==> config.mk <==
export PLATFORM = sky130hd
export DESIGN_NAME = alu_mc_flat
export DESIGN_NICKNAME = d
export VERILOG_FILES = /design/src/rtl/alu_mc_pkg.sv /design/src/rtl/alu_mc_if.sv /design/src/rtl/alu_mc_mul.sv /design/src/rtl/alu_mc.sv /design/src/flat_wrapper.sv
export SDC_FILE = /design/constraint.sdc
export NUM_CORES = 1
export LEC_CHECK = 0
export ABC_AREA = 1
export BUFFER_PORTS_ARGS = -buffer_cell sky130_fd_sc_hd__clkbuf_2
export CAP_MARGIN = 20
export CORE_MARGIN = 2
export CORE_UTILIZATION = 60
export CTS_CLUSTER_SIZE = 25
export DETAILED_ROUTE_END_ITERATION = 16
export PLACE_DENSITY = 0.92
export SETUP_SLACK_MARGIN = 0.2
export SYNTH_ARGS = -nofsm -noshare
export SYNTH_HDL_FRONTEND = slang
export SYNTH_SLANG_ARGS = --single-unit
==> constraint.sdc <==
create_clock -name Clk -period 3 [get_ports Clk]
set_input_delay 0.15 -clock Clk [delete_from_list [all_inputs] [get_ports Clk]]
set_output_delay 0.15 -clock Clk [all_outputs]
set_load 0.01 [all_outputs]
==> src/rtl/alu_mc_pkg.sv <==
// Shared constants for the multi-cycle ALU: default width, opcodes, FSM states.
// The optional {Z,C,V} flag output is built only when ALU_MC_FLAGS_EN is defined.
package alu_mc_pkg;

  localparam int ALU_DATA_WIDTH = 16;

  typedef enum logic [1:0] {
    ALU_OP_ADD  = 2'b00,
    ALU_OP_SUB  = 2'b01,
    ALU_OP_MUL  = 2'b10,
    ALU_OP_PASS = 2'b11
  } alu_op_e;

  typedef enum logic [1:0] {
    ST_IDLE = 2'b00,
    ST_MUL  = 2'b01,
    ST_DONE = 2'b10
  } alu_state_e;

endpackage

==> src/rtl/alu_mc_if.sv <==
// Request/result handshake bundle for alu_mc; Alu_Flags exists only with ALU_MC_FLAGS_EN.
interface alu_mc_if import alu_mc_pkg::*; #(
  parameter int DATA_WIDTH = ALU_DATA_WIDTH
);
  logic                  Op_Valid;
  logic                  Op_Ready;
  logic [1:0]            Op_Code;
  logic [DATA_WIDTH-1:0] Reg1_Out;
  logic [DATA_WIDTH-1:0] Reg2_Out;
  logic                  Alu_Valid;
  logic                  Alu_Ready;
  logic [DATA_WIDTH-1:0] Alu_Out;
`ifdef ALU_MC_FLAGS_EN
  logic [2:0]            Alu_Flags;
`endif

  modport slave (
    input  Op_Valid, Op_Code, Reg1_Out, Reg2_Out, Alu_Ready,
    output Op_Ready, Alu_Valid, Alu_Out
`ifdef ALU_MC_FLAGS_EN
    , output Alu_Flags
`endif
  );

  modport master (
    output Op_Valid, Op_Code, Reg1_Out, Reg2_Out, Alu_Ready,
    input  Op_Ready, Alu_Valid, Alu_Out
`ifdef ALU_MC_FLAGS_EN
    , input Alu_Flags
`endif
  );
endinterface

==> src/rtl/alu_mc_mul.sv <==
// Iterative shift-add multiplier: one multiplier bit per cycle for DATA_WIDTH cycles.
// product/done are the combinational result of the final step; ovf only with ALU_MC_FLAGS_EN.
module alu_mul_iter import alu_mc_pkg::*; #(
  parameter int DATA_WIDTH = ALU_DATA_WIDTH
) (
  input  logic                  clk,
  input  logic                  rst_n,
  input  logic                  start,
  input  logic [DATA_WIDTH-1:0] a,
  input  logic [DATA_WIDTH-1:0] b,
  output logic                  done,
`ifdef ALU_MC_FLAGS_EN
  output logic                  ovf,
`endif
  output logic [DATA_WIDTH-1:0] product
);
  localparam int W  = DATA_WIDTH;
  localparam int CW = $clog2(W);

  // acc upper half: partial sum; lower half: remaining multiplier bits
  logic [2*W-1:0] acc;
  logic [2*W-1:0] acc_nxt;
  logic [W-1:0]   mcand;
  logic [W:0]     sum;
  logic [CW-1:0]  cnt;
  logic           busy;

  assign sum     = {1'b0, acc[2*W-1:W]} + (acc[0] ? {1'b0, mcand} : {(W+1){1'b0}});
  assign acc_nxt = {sum, acc[W-1:1]};
  assign done    = busy && (cnt == CW'(W-1));
  assign product = acc_nxt[W-1:0];
`ifdef ALU_MC_FLAGS_EN
  assign ovf     = |acc_nxt[2*W-1:W];
`endif

  always_ff @(posedge clk or negedge rst_n) begin
    if (!rst_n) begin
      acc   <= '0;
      mcand <= '0;
      cnt   <= '0;
      busy  <= 1'b0;
    end else if (start) begin
      acc   <= {{W{1'b0}}, b};
      mcand <= a;
      cnt   <= '0;
      busy  <= 1'b1;
    end else if (busy) begin
      acc <= acc_nxt;
      cnt <= cnt + 1'b1;
      if (done) busy <= 1'b0;
    end
  end
endmodule

==> src/rtl/alu_mc.sv <==
// Multi-cycle ALU: add/sub/pass in one cycle, shift-add mul in DATA_WIDTH+1 cycles.
// Define ALU_MC_FLAGS_EN to add the registered {Z,C,V} flag output.
module alu_mc import alu_mc_pkg::*; #(
  parameter int DATA_WIDTH = ALU_DATA_WIDTH
) (
  input  logic        Clk,
  input  logic        Reset_n,
  alu_mc_if.slave     alu
);
  localparam int W = DATA_WIDTH;

  alu_state_e   state;
  alu_op_e      op;
  logic         op_ready;
  logic         alu_valid;
  logic [W-1:0] alu_out;
  logic [W-1:0] a, b;
  logic [W:0]   add_full, sub_full;
  logic [W-1:0] fast_res;
  logic         mul_start, mul_done;
  logic [W-1:0] mul_prod;

  assign op       = alu_op_e'(alu.Op_Code);
  assign a        = alu.Reg1_Out;
  assign b        = alu.Reg2_Out;
  assign add_full = {1'b0, a} + {1'b0, b};
  assign sub_full = {1'b0, a} - {1'b0, b};

  always_comb begin
    fast_res = b;
    case (op)
      ALU_OP_ADD: fast_res = add_full[W-1:0];
      ALU_OP_SUB: fast_res = sub_full[W-1:0];
      default:    fast_res = b;
    endcase
  end

  // Operands go straight into the multiplier on the accept edge
  assign mul_start = (state == ST_IDLE) && alu.Op_Valid && (op == ALU_OP_MUL);

`ifdef ALU_MC_FLAGS_EN
  logic       mul_ovf;
  logic [2:0] flags;
  logic [2:0] fast_flags;

  always_comb begin
    fast_flags = 3'b000;
    case (op)
      ALU_OP_ADD: fast_flags = {add_full[W-1:0] == '0, add_full[W],
                                (a[W-1] == b[W-1]) && (add_full[W-1] != a[W-1])};
      ALU_OP_SUB: fast_flags = {sub_full[W-1:0] == '0, sub_full[W],
                                (a[W-1] != b[W-1]) && (sub_full[W-1] != a[W-1])};
      default:    fast_flags = {b == '0, 2'b00};
    endcase
  end

  assign alu.Alu_Flags = flags;
`endif

  alu_mul_iter #(.DATA_WIDTH(W)) u_mul (
    .clk     (Clk),
    .rst_n   (Reset_n),
    .start   (mul_start),
    .a       (a),
    .b       (b),
    .done    (mul_done),
`ifdef ALU_MC_FLAGS_EN
    .ovf     (mul_ovf),
`endif
    .product (mul_prod)
  );

  always_ff @(posedge Clk or negedge Reset_n) begin
    if (!Reset_n) begin
      state     <= ST_IDLE;
      op_ready  <= 1'b1;
      alu_valid <= 1'b0;
      alu_out   <= '0;
`ifdef ALU_MC_FLAGS_EN
      flags     <= 3'b000;
`endif
    end else begin
      case (state)
        ST_IDLE: if (alu.Op_Valid) begin
          op_ready <= 1'b0;
          if (op == ALU_OP_MUL) begin
            state <= ST_MUL;
          end else begin
            state     <= ST_DONE;
            alu_valid <= 1'b1;
            alu_out   <= fast_res;
`ifdef ALU_MC_FLAGS_EN
            flags     <= fast_flags;
`endif
          end
        end
        ST_MUL: if (mul_done) begin
          state     <= ST_DONE;
          alu_valid <= 1'b1;
          alu_out   <= mul_prod;
`ifdef ALU_MC_FLAGS_EN
          flags     <= {mul_prod == '0, mul_ovf, 1'b0};
`endif
        end
        // Ready only returns on the edge after the handshake, so no back-to-back accept
        ST_DONE: if (alu.Alu_Ready) begin
          state     <= ST_IDLE;
          alu_valid <= 1'b0;
          op_ready  <= 1'b1;
        end
        default: begin
          state     <= ST_IDLE;
          alu_valid <= 1'b0;
          op_ready  <= 1'b1;
        end
      endcase
    end
  end

  assign alu.Op_Ready  = op_ready;
  assign alu.Alu_Valid = alu_valid;
  assign alu.Alu_Out   = alu_out;
endmodule

==> src/flat_wrapper.sv <==
// flat-port wrapper written by rule: the top's interface ports become plain ports
module alu_mc_flat import alu_mc_pkg::*;
#(
  parameter int DATA_WIDTH = ALU_DATA_WIDTH
)
  (Clk, Reset_n, alu_Op_Valid, alu_Op_Code, alu_Reg1_Out, alu_Reg2_Out, alu_Alu_Ready, alu_Op_Ready, alu_Alu_Valid, alu_Alu_Out);
  alu_mc_if #(.DATA_WIDTH(DATA_WIDTH)) alu_i ();
  input  logic Clk;
  input  logic Reset_n;
  input wire logic [$bits(alu_i.Op_Valid)-1:0] alu_Op_Valid;
  input wire logic [$bits(alu_i.Op_Code)-1:0] alu_Op_Code;
  input wire logic [$bits(alu_i.Reg1_Out)-1:0] alu_Reg1_Out;
  input wire logic [$bits(alu_i.Reg2_Out)-1:0] alu_Reg2_Out;
  input wire logic [$bits(alu_i.Alu_Ready)-1:0] alu_Alu_Ready;
  output wire logic [$bits(alu_i.Op_Ready)-1:0] alu_Op_Ready;
  output wire logic [$bits(alu_i.Alu_Valid)-1:0] alu_Alu_Valid;
  output wire logic [$bits(alu_i.Alu_Out)-1:0] alu_Alu_Out;
  assign alu_i.Op_Valid = alu_Op_Valid;
  assign alu_i.Op_Code = alu_Op_Code;
  assign alu_i.Reg1_Out = alu_Reg1_Out;
  assign alu_i.Reg2_Out = alu_Reg2_Out;
  assign alu_i.Alu_Ready = alu_Alu_Ready;
  assign alu_Op_Ready = alu_i.Op_Ready;
  assign alu_Alu_Valid = alu_i.Alu_Valid;
  assign alu_Alu_Out = alu_i.Alu_Out;
  alu_mc #(.DATA_WIDTH(DATA_WIDTH)) u_core (.Clk(Clk), .Reset_n(Reset_n), .alu(alu_i));
endmodule
==> impl_metrics.csv, run 1 <==
group,metric,value,unit
global_routing,grt_max_degree,74,
drt,drt-initial-drc-count,374,
clock_tree,cts_buffers,9,
timing,worst_pin_slew,0.518,ns
clock_tree,clock_insertion_delay_worst_skew,0.35,ns
timing,slew-limit-headroom,65.1,%
global_routing,met1_usage,38.9,%
final_layout,num_antenna_cells,0,
power_and_ir_drop,total_leakage_power,3.15,nW
floorplanning,rows,34,
critical_path,cpPeakStageDelay,0.35,ns
placed_design,dpl.hpwl,10900,um
clock_tree,clkSinkCount,73,
global_routing,grt_use_met3,7.12,%
synthesis,synth_seq_cells,73,
critical_path,arrival,2.87,ns
clock_tree,clk_pin_slew,0.08,ns
power_and_ir_drop,p_int,2.63,mW
drt,drc_errors,0,
synthesis,ys_types,38,
final_layout,fin_cells,908,
synthesis,yosysWarnings,0,
critical_path,cp_cell_sequence,"clkbuf_2 -> inv_1 -> ha_1 -> inv_1 -> nor3_1 -> nand2_1 -> nor3b_2 -> nand3_1 -> nand2_1 -> o21ai_0 -> xnor2_1 -> ha_1 -> nand2_1 -> nor3_1 -> nand2_1 -> nand2_1 -> nand3_1 -> nand3_1 -> nand2_1 -> a21oi_1",
final_layout,nFillCells,717,
floorplanning,fp.dieH,97.4,um
synthesis,synthesis.area,0.00524,mm^2
global_routing,grt_usage,32.0,%
drt,vias,5260,
drt,ant_nets,0,
timing,fin_crit_sh,87.3,%
global_routing,busiest_layer,"met2",
drt,vias_per_cell,5.79,
global_routing,grt-ovfl-total,0,
timing,fmax,382,MHz
power_and_ir_drop,peakVddDrop,0.335,mV
placed_design,placed_cell_area,0.00561,mm^2
timing,rsz0062_at_grt,"yes",
placed_design,globalplace.congestion,0.900,
timing,whs,0.0466,ns
synthesis,syn_nets,813,
power_and_ir_drop,switchingPower,2.21,mW
critical_path,cp-end-kind,"flip-flop",
placed_design,port_buffers,55,
timing,hold_violations,0,
critical_path,path_class,"in2reg",
critical_path,cp_common_cell,"nand2_1",
timing,fin_crit,2.62,ns
power_and_ir_drop,p_sw_share,45.7,%
synthesis,postSynthCellCount,740,
critical_path,crit_fanout,4,
placed_design,dp.cells,890,
final_layout,syn_to_final_growth,11.0,%
synthesis,ys_seq_area_share,34.9,%
global_routing,met2_usage,54.4,%
timing,setup_tns,0,ns
critical_path,cp_slowest_cell,"ha_1",
floorplanning,start_util,61.0,%
timing,finalMaxSlewViolations,0,
global_routing,grt_pass1_vias,5261,
run_status,outcome,"completed",
floorplanning,num_io_pins,56,
floorplanning,core,0.00859,mm^2
power_and_ir_drop,p_clk_share,15.0,%
power_and_ir_drop,power_frac_seq,35.7,%
floorplanning,die_w,97.4,um
clock_tree,clk_path_buf_depth,2,
final_layout,nets,868,
critical_path,cp-start-kind,"primary input",
worst_hold_path,hp-class,"in2reg",
drt,wl,14700,um
clock_tree,cts.htree.levels,3,
drt,wl_per_cell,16.2,um
critical_path,crit_required,3.25,ns
clock_tree,cts_tree,"yes",
global_routing,antenna_found_initial,0,
power_and_ir_drop,share_comb_of_total_power,49.3,%
synthesis,synth.avg_cell_area,7.08,um^2
final_layout,final_area,0.00582,mm^2
timing,finClkSkew,0.0164,ns
floorplanning,die_area,0.00949,mm^2
timing,setup_violations,0,
flow_run,maxCapViolCount,0,
clock_tree,root_buffer,"clkbuf_8",
global_routing,grt_pass1_wl,24600,um
final_layout,final_layout_size_suffix_gt1_share,13.0,%
drt,drtPass1Iterations,5,
power_and_ir_drop,power.density,832,mW/mm^2
## cell usage after synthesis (all sizes together)
master	instances	area, um^2
clkbuf	7	26.3
nand4	4	25.0
o211ai	9	67.6
o21bai	8	63.8
or2	3	18.8
ha	33	413
nor3	8	62.6
dfrtp	72	1800
o31ai	2	15.0
inv	90	338
o221ai	11	96.3
nand2	244	923
nor3b	1	7.51
o2111ai	1	8.76
a31oi	4	25.0
o21ai	47	235
a21o	2	15.0
xnor2	6	52.6
a21oi	60	315
nand3	34	175
o22ai	1	6.26
nand3b	2	15.0
dfstp	1	26.3
o21a	2	15.0
fa	2	40.0
xor2	18	158
nor2	53	199
buf	15	93.8
## metrics by stage
step	power (mW)	setup slack, ns	util [%]
after global placement	3.93	0.205	65.3
after floorplan	3.36	0.596	-
after CTS	4.80	0.383	67.6
after detailed placement	4.05	0.0672	65.3
final	4.84	0.382	67.7
after global routing	5.22	0.167	67.7
## registers in the layout, indices dropped and copies added, names as in the netlist
name / cells
u_core.alu.Alu_Out: 16
u_core.alu.Alu_Valid: 1
u_core.alu.Op_Ready: 1
u_core.state: 2
u_core.u_mul.acc: 32
u_core.u_mul.busy: 1
u_core.u_mul.cnt: 4
u_core.u_mul.mcand: 16
## area by class of cell
cell class,instances,area (um^2),share of cell area [%]
sequential,73,1830,31.4
clock inverter,4,27.5,0.473
inverter,90,338,5.81
clock buffer,12,155,2.67
multi-input combinational,555,2960,50.8
timing repair buffer,66,375,6.45
tap,108,135,2.32
## worst max-delay path: cells and delay by family
kind	cells	cell delay (ns)
compound gates	2	0.27
buf+inv	3	0.27
fa+ha+maj	2	0.52
xor+xnor	1	0.16
simple gates	12	1.51
## logic make-up after synthesis
group / Yosys count / synth area share [%]
DFF: 73 / 34.9
and+or+nand+nor: 349 / 27.2
xor gates and xnor gates: 24 / 4.01
AOI/OAI and AO/OA: 147 / 16.5
buffers and inverters: 112 / 8.74
adders and majority gates: 35 / 8.65
## layout by cell type (no fill, tap or decap), types with 11 or more instances in the layout
cell / instances
nand3_1: 33
a21oi_1: 56
ha_1: 33
inv_1: 81
clkbuf_8: 11
o21ai_0: 31
dfrtp_1: 72
xor2_1: 18
o21ai_1: 16
o221ai_1: 11
nor2_1: 53
clkbuf_2: 54
nand2_1: 241
## final timing paths
kind	from	to	slack (ns)	cells after the start
worst max-delay path	alu_Reg2_Out[0]	u_core.alu.Alu_Out[15]	0.38	20
worst max register to register	u_core.u_mul.mcand[0]	u_core.u_mul.acc[31]	0.47	15
worst min register to register	u_core.u_mul.mcand[5]	u_core.u_mul.mcand[5]	0.49	2
max in group asynchronous	Reset_n	u_core.alu.Op_Ready	2.29	3
min in group asynchronous	Reset_n	u_core.u_mul.acc[19]	0.37	3
worst min-delay path	alu_Reg1_Out[9]	u_core.u_mul.mcand[9]	0.05	3
## layer usage
layer  wire length (um)  share of wire [%]
met5                  0                  0
met1               5840                 40
met4                596                4.1
met3               1270                8.7
met2               7000                 48
## power groups by stage
| stage | combinational, mW | clock (mW) | sequential [mW] |
|---|---|---|---|
| after floorplan | 1.65 | 0 | 1.71 |
| after global placement | 2.22 | 0 | 1.71 |
| after detailed placement | 2.32 | 0 | 1.73 |
| after CTS | 2.35 | 0.728 | 1.72 |
| after global routing | 2.67 | 0.774 | 1.77 |
| final | 2.38 | 0.726 | 1.73 |
## timing repair
item	in CTS	in global routing
hold buffers	2	0
setup buffers	0	0
endpoints found under the setup margin	0	4
hold endpoints to repair	73	0
resized for setup	0	2
No activity file was read; power rests on OpenSTA's default activity.
==> run 2, diff against run 1 <==
PLACE_DENSITY = 0.81   (was 0.92)
==> impl_metrics.csv, run 2 (synthesis results as in run 1) <==
group,metric,value,unit
run_status,outcome,"completed",
placed_design,globalplace.congestion,0.919,
critical_path,crit_fanout,4,
timing,rsz0062_at_grt,"no",
final_layout,regMostFlops,"u_core.u_mul.acc",
floorplanning,start_util,61.0,%
final_layout,final_common_cell,"nand2_1",
floorplanning,core,0.00859,mm^2
flow_run,maxCapViolCount,0,
global_routing,grt_max_degree,74,
global_routing,grt_pass1_vias,5057,
timing,whs,0.0417,ns
worst_hold_path,hp-class,"in2reg",
global_routing,antenna_found_initial,0,
clock_tree,cts_tree,"yes",
clock_tree,clk_pin_slew,0.08,ns
clock_tree,cts_buffers,9,
timing,fin_crit,2.51,ns
placed_design,dp.cells,888,
global_routing,grt-ovfl-total,0,
final_layout,num_antenna_cells,0,
drt,highest-signal-layer,"met4",
final_layout,syn_to_final_growth,11.4,%
critical_path,crit_required,3.28,ns
worst_hold_path,hp-start,"alu_Reg1_Out[11]",
timing,worst_pin_slew,0.941,ns
drt,route.met2.wl,6970,um
clock_tree,cts.htree.levels,3,
clock_tree,cts_setup_buffers,0,
final_layout,largest_register_ffs,32,
timing,fmax,398,MHz
drt,drt-initial-drc-count,257,
drt,m1WireLength,6300,um
power_and_ir_drop,total_leakage_power,3.15,nW
timing,setup_violations,0,
critical_path,rr_startpoint,"u_core.u_mul.mcand[0]",
critical_path,cp-end-kind,"flip-flop",
drt,wl_met3,880,um
timing,finalMaxSlewViolations,0,
floorplanning,rows,34,
critical_path,arrival,2.79,ns
final_layout,final_layout_size_suffix_gt1_share,12.9,%
floorplanning,die_area,0.00949,mm^2
clock_tree,clock_insertion_delay_worst_skew,0.35,ns
timing,hold_violations,0,
placed_design,dpl.hpwl,10800,um
drt,vias,5070,
final_layout,fin_cells,906,
final_layout,final_cell_mix,"nand2_1, inv_1, dfrtp_1",
drt,vias_per_cell,5.60,
power_and_ir_drop,power.density,844,mW/mm^2
critical_path,path_class,"in2reg",
critical_path,cp-start-kind,"primary input",
timing,finClkSkew,0.0118,ns
worst_hold_path,holdPathEnd,"u_core.u_mul.mcand[11]",
clock_tree,clk_path_buf_depth,2,
global_routing,grt_usage,31.6,%
timing,slew-limit-headroom,37.2,%
drt,drc_errors,0,
critical_path,reg2reg_depth,15,
timing,setup_tns,0,ns
drt,drtPass1Iterations,5,
floorplanning,fp.dieH,97.4,um
critical_path,worstReg2RegEnd,"u_core.u_mul.acc[31]",
drt,ant_nets,0,
floorplanning,num_io_pins,56,
drt,wl_per_cell,15.9,um
critical_path,rrSetupSlack,0.54,ns
clock_tree,root_buffer,"clkbuf_8",
final_layout,nets,866,
power_and_ir_drop,peakVddDrop,0.337,mV
floorplanning,die_w,97.4,um
placed_design,port_buffers,55,
worst_hold_path,hold_depth,3,
global_routing,grt_pass1_wl,24200,um
drt,wl,14400,um
clock_tree,clkSinkCount,73,
timing,fin_crit_sh,83.8,%
run 2: area by class of cell:
class,instances,area [um^2]
multi-input cells,555,2960
repair buffers,64,350
clock buffers,11,141
fillers,755,2760
flip-flops and latches,73,1830
clock inverters,5,80.1
well taps,108,135
inverters,90,338
run 2: stage by stage:
step | util [%] | instance area [um^2] | total power, mW | worst slack [ns]
after global placement | 65.0 | 5580 | 3.94 | 0.184
after detailed placement | 65.0 | 5580 | 4.02 | 0.123
after CTS | 67.8 | 5830 | 4.91 | 0.459
after floorplan | - | 5240 | 3.36 | 0.596
after global routing | 67.9 | 5840 | 5.32 | 0.213
final | 67.9 | 5840 | 4.92 | 0.487
run 2: report_power, final:
| group | switching (mW) | internal (mW) |
|---|---|---|
| Sequential | 0.291 | 1.43 |
| Clock | 0.382 | 0.490 |
| Combinational | 1.49 | 0.845 |
run 2: how the worst max path moves through the flow:
stage	start	endpoint	slack [ns]	cells past startpoint
5_1_grt	u_core.u_mul.mcand[0]	u_core.u_mul.acc[31]	0.21	15
3_3_place_gp	alu_Reg2_Out[0]	u_core.alu.Alu_Out[15]	0.18	20
6_report	alu_Reg2_Out[0]	u_core.alu.Alu_Out[15]	0.49	23
2_1_floorplan	alu_Reg2_Out[1]	u_core.alu.Alu_Out[15]	0.60	22
4_1_cts	alu_Reg2_Out[0]	u_core.alu.Alu_Out[15]	0.46	23
3_5_place_dp	alu_Reg2_Out[0]	u_core.alu.Alu_Out[15]	0.12	20
run 2: critical path, stage by stage:
cell	delay (ns)
clkbuf_2	0.10
inv_1	0.12
ha_1	0.17
inv_1	0.05
nor3_1	0.20
nand2_1	0.13
nor3b_2	0.21
nand3_1	0.13
nand2_1	0.12
o21ai_0	0.11
xnor2_1	0.14
ha_1	0.32
nand2_1	0.13
inv_1	0.05
nand2_1	0.07
nand2_1	0.05
inv_1	0.04
nand2_1	0.07
a21oi_1	0.13
nand2_1	0.07
nand3_1	0.07
nand2_1	0.05
a21oi_1	0.11
run 2: metal layers:
metal,track usage [%],vias to the layer above
met1,41.6,2362
li1,-,2514
met2,52.0,166
met5,0,-
met4,10.7,0
met3,6.91,28
run 2: what timing repair did:
| action | in CTS | in global routing |
|---|---|---|
| endpoints found under the hold margin | 73 | 0 |
| setup endpoints to repair | 0 | 3 |
| gates resized for setup | 0 | 2 |
| hold buffers | 2 | 0 |
==> run 3, diff against run 2 <==
clock period = 2.5 ns   (was 3 ns; I/O delays follow)
==> impl_metrics.csv, run 3 (synthesis results as in run 1) <==
group,metric,value,unit
timing,rsz0062_at_grt,"yes",
global_routing,grt_max_degree,74,
worst_hold_path,hold_depth,3,
floorplanning,die_w,97.4,um
critical_path,cp-start-kind,"primary input",
drt,drc_errors,0,
placed_design,dpl.hpwl,11000,um
global_routing,grt_pass1_vias,5116,
final_layout,final_cell_mix,"nand2_1, inv_1, dfrtp_1",
power_and_ir_drop,power.density,985,mW/mm^2
drt,wl,15000,um
clock_tree,root_buffer,"clkbuf_8",
drt,wl_per_cell,16.2,um
placed_design,placed_cell_area,0.00572,mm^2
power_and_ir_drop,p_sw_share,44.4,%
final_layout,num_antenna_cells,0,
worst_hold_path,hp-class,"in2reg",
timing,finClkSkew,0.0119,ns
critical_path,reg2reg_depth,15,
timing,slew-limit-headroom,36.6,%
flow_run,maxCapViolCount,0,
timing,hold_violations,0,
timing,fin_crit,2.35,ns
floorplanning,core,0.00859,mm^2
global_routing,grt_usage,31.2,%
power_and_ir_drop,peakVddDrop,0.447,mV
final_layout,nets,890,
power_and_ir_drop,switchingPower,2.72,mW
timing,fin_crit_sh,94.2,%
critical_path,rrSetupSlack,0.32,ns
clock_tree,cts_buffers,9,
final_layout,syn_to_final_growth,18.6,%
power_and_ir_drop,p_clk_share,17.3,%
clock_tree,clk_pin_slew,0.08,ns
power_and_ir_drop,p_int,3.40,mW
critical_path,crit_fanout,4,
floorplanning,die_area,0.00949,mm^2
timing,fmax,425,MHz
placed_design,globalplace.congestion,0.926,
floorplanning,fp.dieH,97.4,um
critical_path,worstReg2RegEnd,"u_core.u_mul.acc[25]",
critical_path,setup.worst_path.start,"alu_Reg2_Out[0]",
timing,worst_pin_slew,0.951,ns
power_and_ir_drop,total_leakage_power,3.29,nW
clock_tree,cts.htree.levels,3,
placed_design,port_buffers,55,
run_status,outcome,"completed",
clock_tree,cts_tree,"yes",
final_layout,final_common_cell,"nand2_1",
final_layout,final_area,0.00621,mm^2
critical_path,arrival,2.65,ns
global_routing,grt_pass1_wl,24200,um
drt,ant_nets,0,
clock_tree,clock_insertion_delay_worst_skew,0.36,ns
critical_path,rr_startpoint,"u_core.u_mul.acc[0]",
drt,vias,5321,
timing,setup_violations,0,
floorplanning,rows,34,
final_layout,largest_register_ffs,32,
drt,drtPass1Iterations,5,
worst_hold_path,hp-start,"alu_Reg1_Out[11]",
power_and_ir_drop,total_power,6.12,mW
floorplanning,num_io_pins,56,
global_routing,antenna_found_initial,0,
clock_tree,clk_path_buf_depth,2,
floorplanning,start_util,61.0,%
global_routing,grt-ovfl-total,0,
drt,drt-initial-drc-count,415,
final_layout,final_layout_size_suffix_gt1_share,20.3,%
power_and_ir_drop,share_comb_of_total_power,48.8,%
critical_path,path_class,"in2reg",
worst_hold_path,holdPathEnd,"u_core.u_mul.mcand[11]",
critical_path,crit_required,2.79,ns
power_and_ir_drop,power_frac_seq,33.8,%
clock_tree,clkSinkCount,73,
timing,finalMaxSlewViolations,0,
final_layout,regMostFlops,"u_core.u_mul.acc",
drt,vias_per_cell,5.72,
critical_path,cp-end-kind,"flip-flop",
==> run 3: changes by cell type in the layout (fill, tap and decap cells not counted), moves of 4 or more <==
cell     previous run  this run
a21oi_2             4        11
nand2_1           241       228
inv_1              81        75
o21ai_0            32        28
nand2_2             3        16
buf_4               8        32
a21oi_1            56        48
==> run 3: critical path: stages <==
cell	delay, ns
buf_8	0.10
inv_4	0.06
ha_4	0.13
inv_4	0.04
nor3_4	0.19
nand2_2	0.11
nor3b_4	0.24
nand3_2	0.14
nand2_2	0.13
xor2_2	0.07
ha_1	0.36
nand2_1	0.08
inv_2	0.09
nand2_2	0.09
nor3_2	0.24
nand2_1	0.08
nand2_1	0.07
nand3_1	0.06
nand3_1	0.07
nand2_1	0.07
a21oi_2	0.11
==> run 3: layer usage <==
metal | up-vias | routed length [um] | global-route usage (%)
li1 | 2560 | - | -
met1 | 2496 | 6430 | 40.7
met2 | 217 | 7280 | 52.8
met3 | 48 | 878 | 5.25
met4 | 0 | 454 | 10.7
met5 | - | 0 | 0
==> run 3: power groups by stage <==
stage	Sequential [mW]	Combinational, mW	Clock, mW
floorplan	2.05	1.98	0
global placement	2.06	2.70	0
detailed placement	2.08	2.81	0
CTS	2.06	2.87	1.06
global route	2.12	3.34	1.10
finish	2.07	2.99	1.06
==> run 3: how the worst max path moves through the flow <==
| stage | cells after the start | end | slack (ns) |
|---|---|---|---|
| 2_1_floorplan | 22 | u_core.alu.Alu_Out[15] | 0.23 |
| 3_3_place_gp | 23 | u_core.alu.Alu_Out[15] | -0.06 |
| 3_5_place_dp | 23 | u_core.alu.Alu_Out[15] | -0.16 |
| 4_1_cts | 23 | u_core.alu.Alu_Out[15] | 0.20 |
| 5_1_grt | 21 | u_core.alu.Alu_Out[15] | -0.04 |
| 6_report | 21 | u_core.alu.Alu_Out[15] | 0.15 |
==> run 3: through the flow <==
| step | instances | hold slack [ns] | util [%] | setup WS [ns] | setup TNS, ns |
|---|---|---|---|---|---|
| detailed placement | 905 | 0.325 | 66.6 | -0.160 | -0.458 |
| global route | 930 | 0.0356 | 72.3 | -0.0443 | -0.0443 |
| finish | 930 | 0.0217 | 72.3 | 0.146 | 0 |
| CTS | 924 | 0.0125 | 69.7 | 0.203 | 0 |
| global placement | 905 | 0.319 | 66.6 | -0.0623 | -0.182 |
| floorplan | 740 | -0.171 | - | 0.231 | 0 |
==> run 3: final cells by class <==
type / count / area, um^2
clock buffers: 9 / 124
clock inverters: 7 / 101
repair buffers: 88 / 551
multi-input cells: 555 / 3130
inverters: 90 / 345
flip-flops and latches: 73 / 1830
fillers: 714 / 2380
well taps: 108 / 135
==> run 3: what timing repair did <==
action                                 in CTS  in global routing
resized for setup                           2                 55
setup buffers                               1                  6
pin swaps                                   0                 26
setup endpoints to repair                   4                 14
endpoints found under the hold margin      73                  0
hold buffers                                2                  0
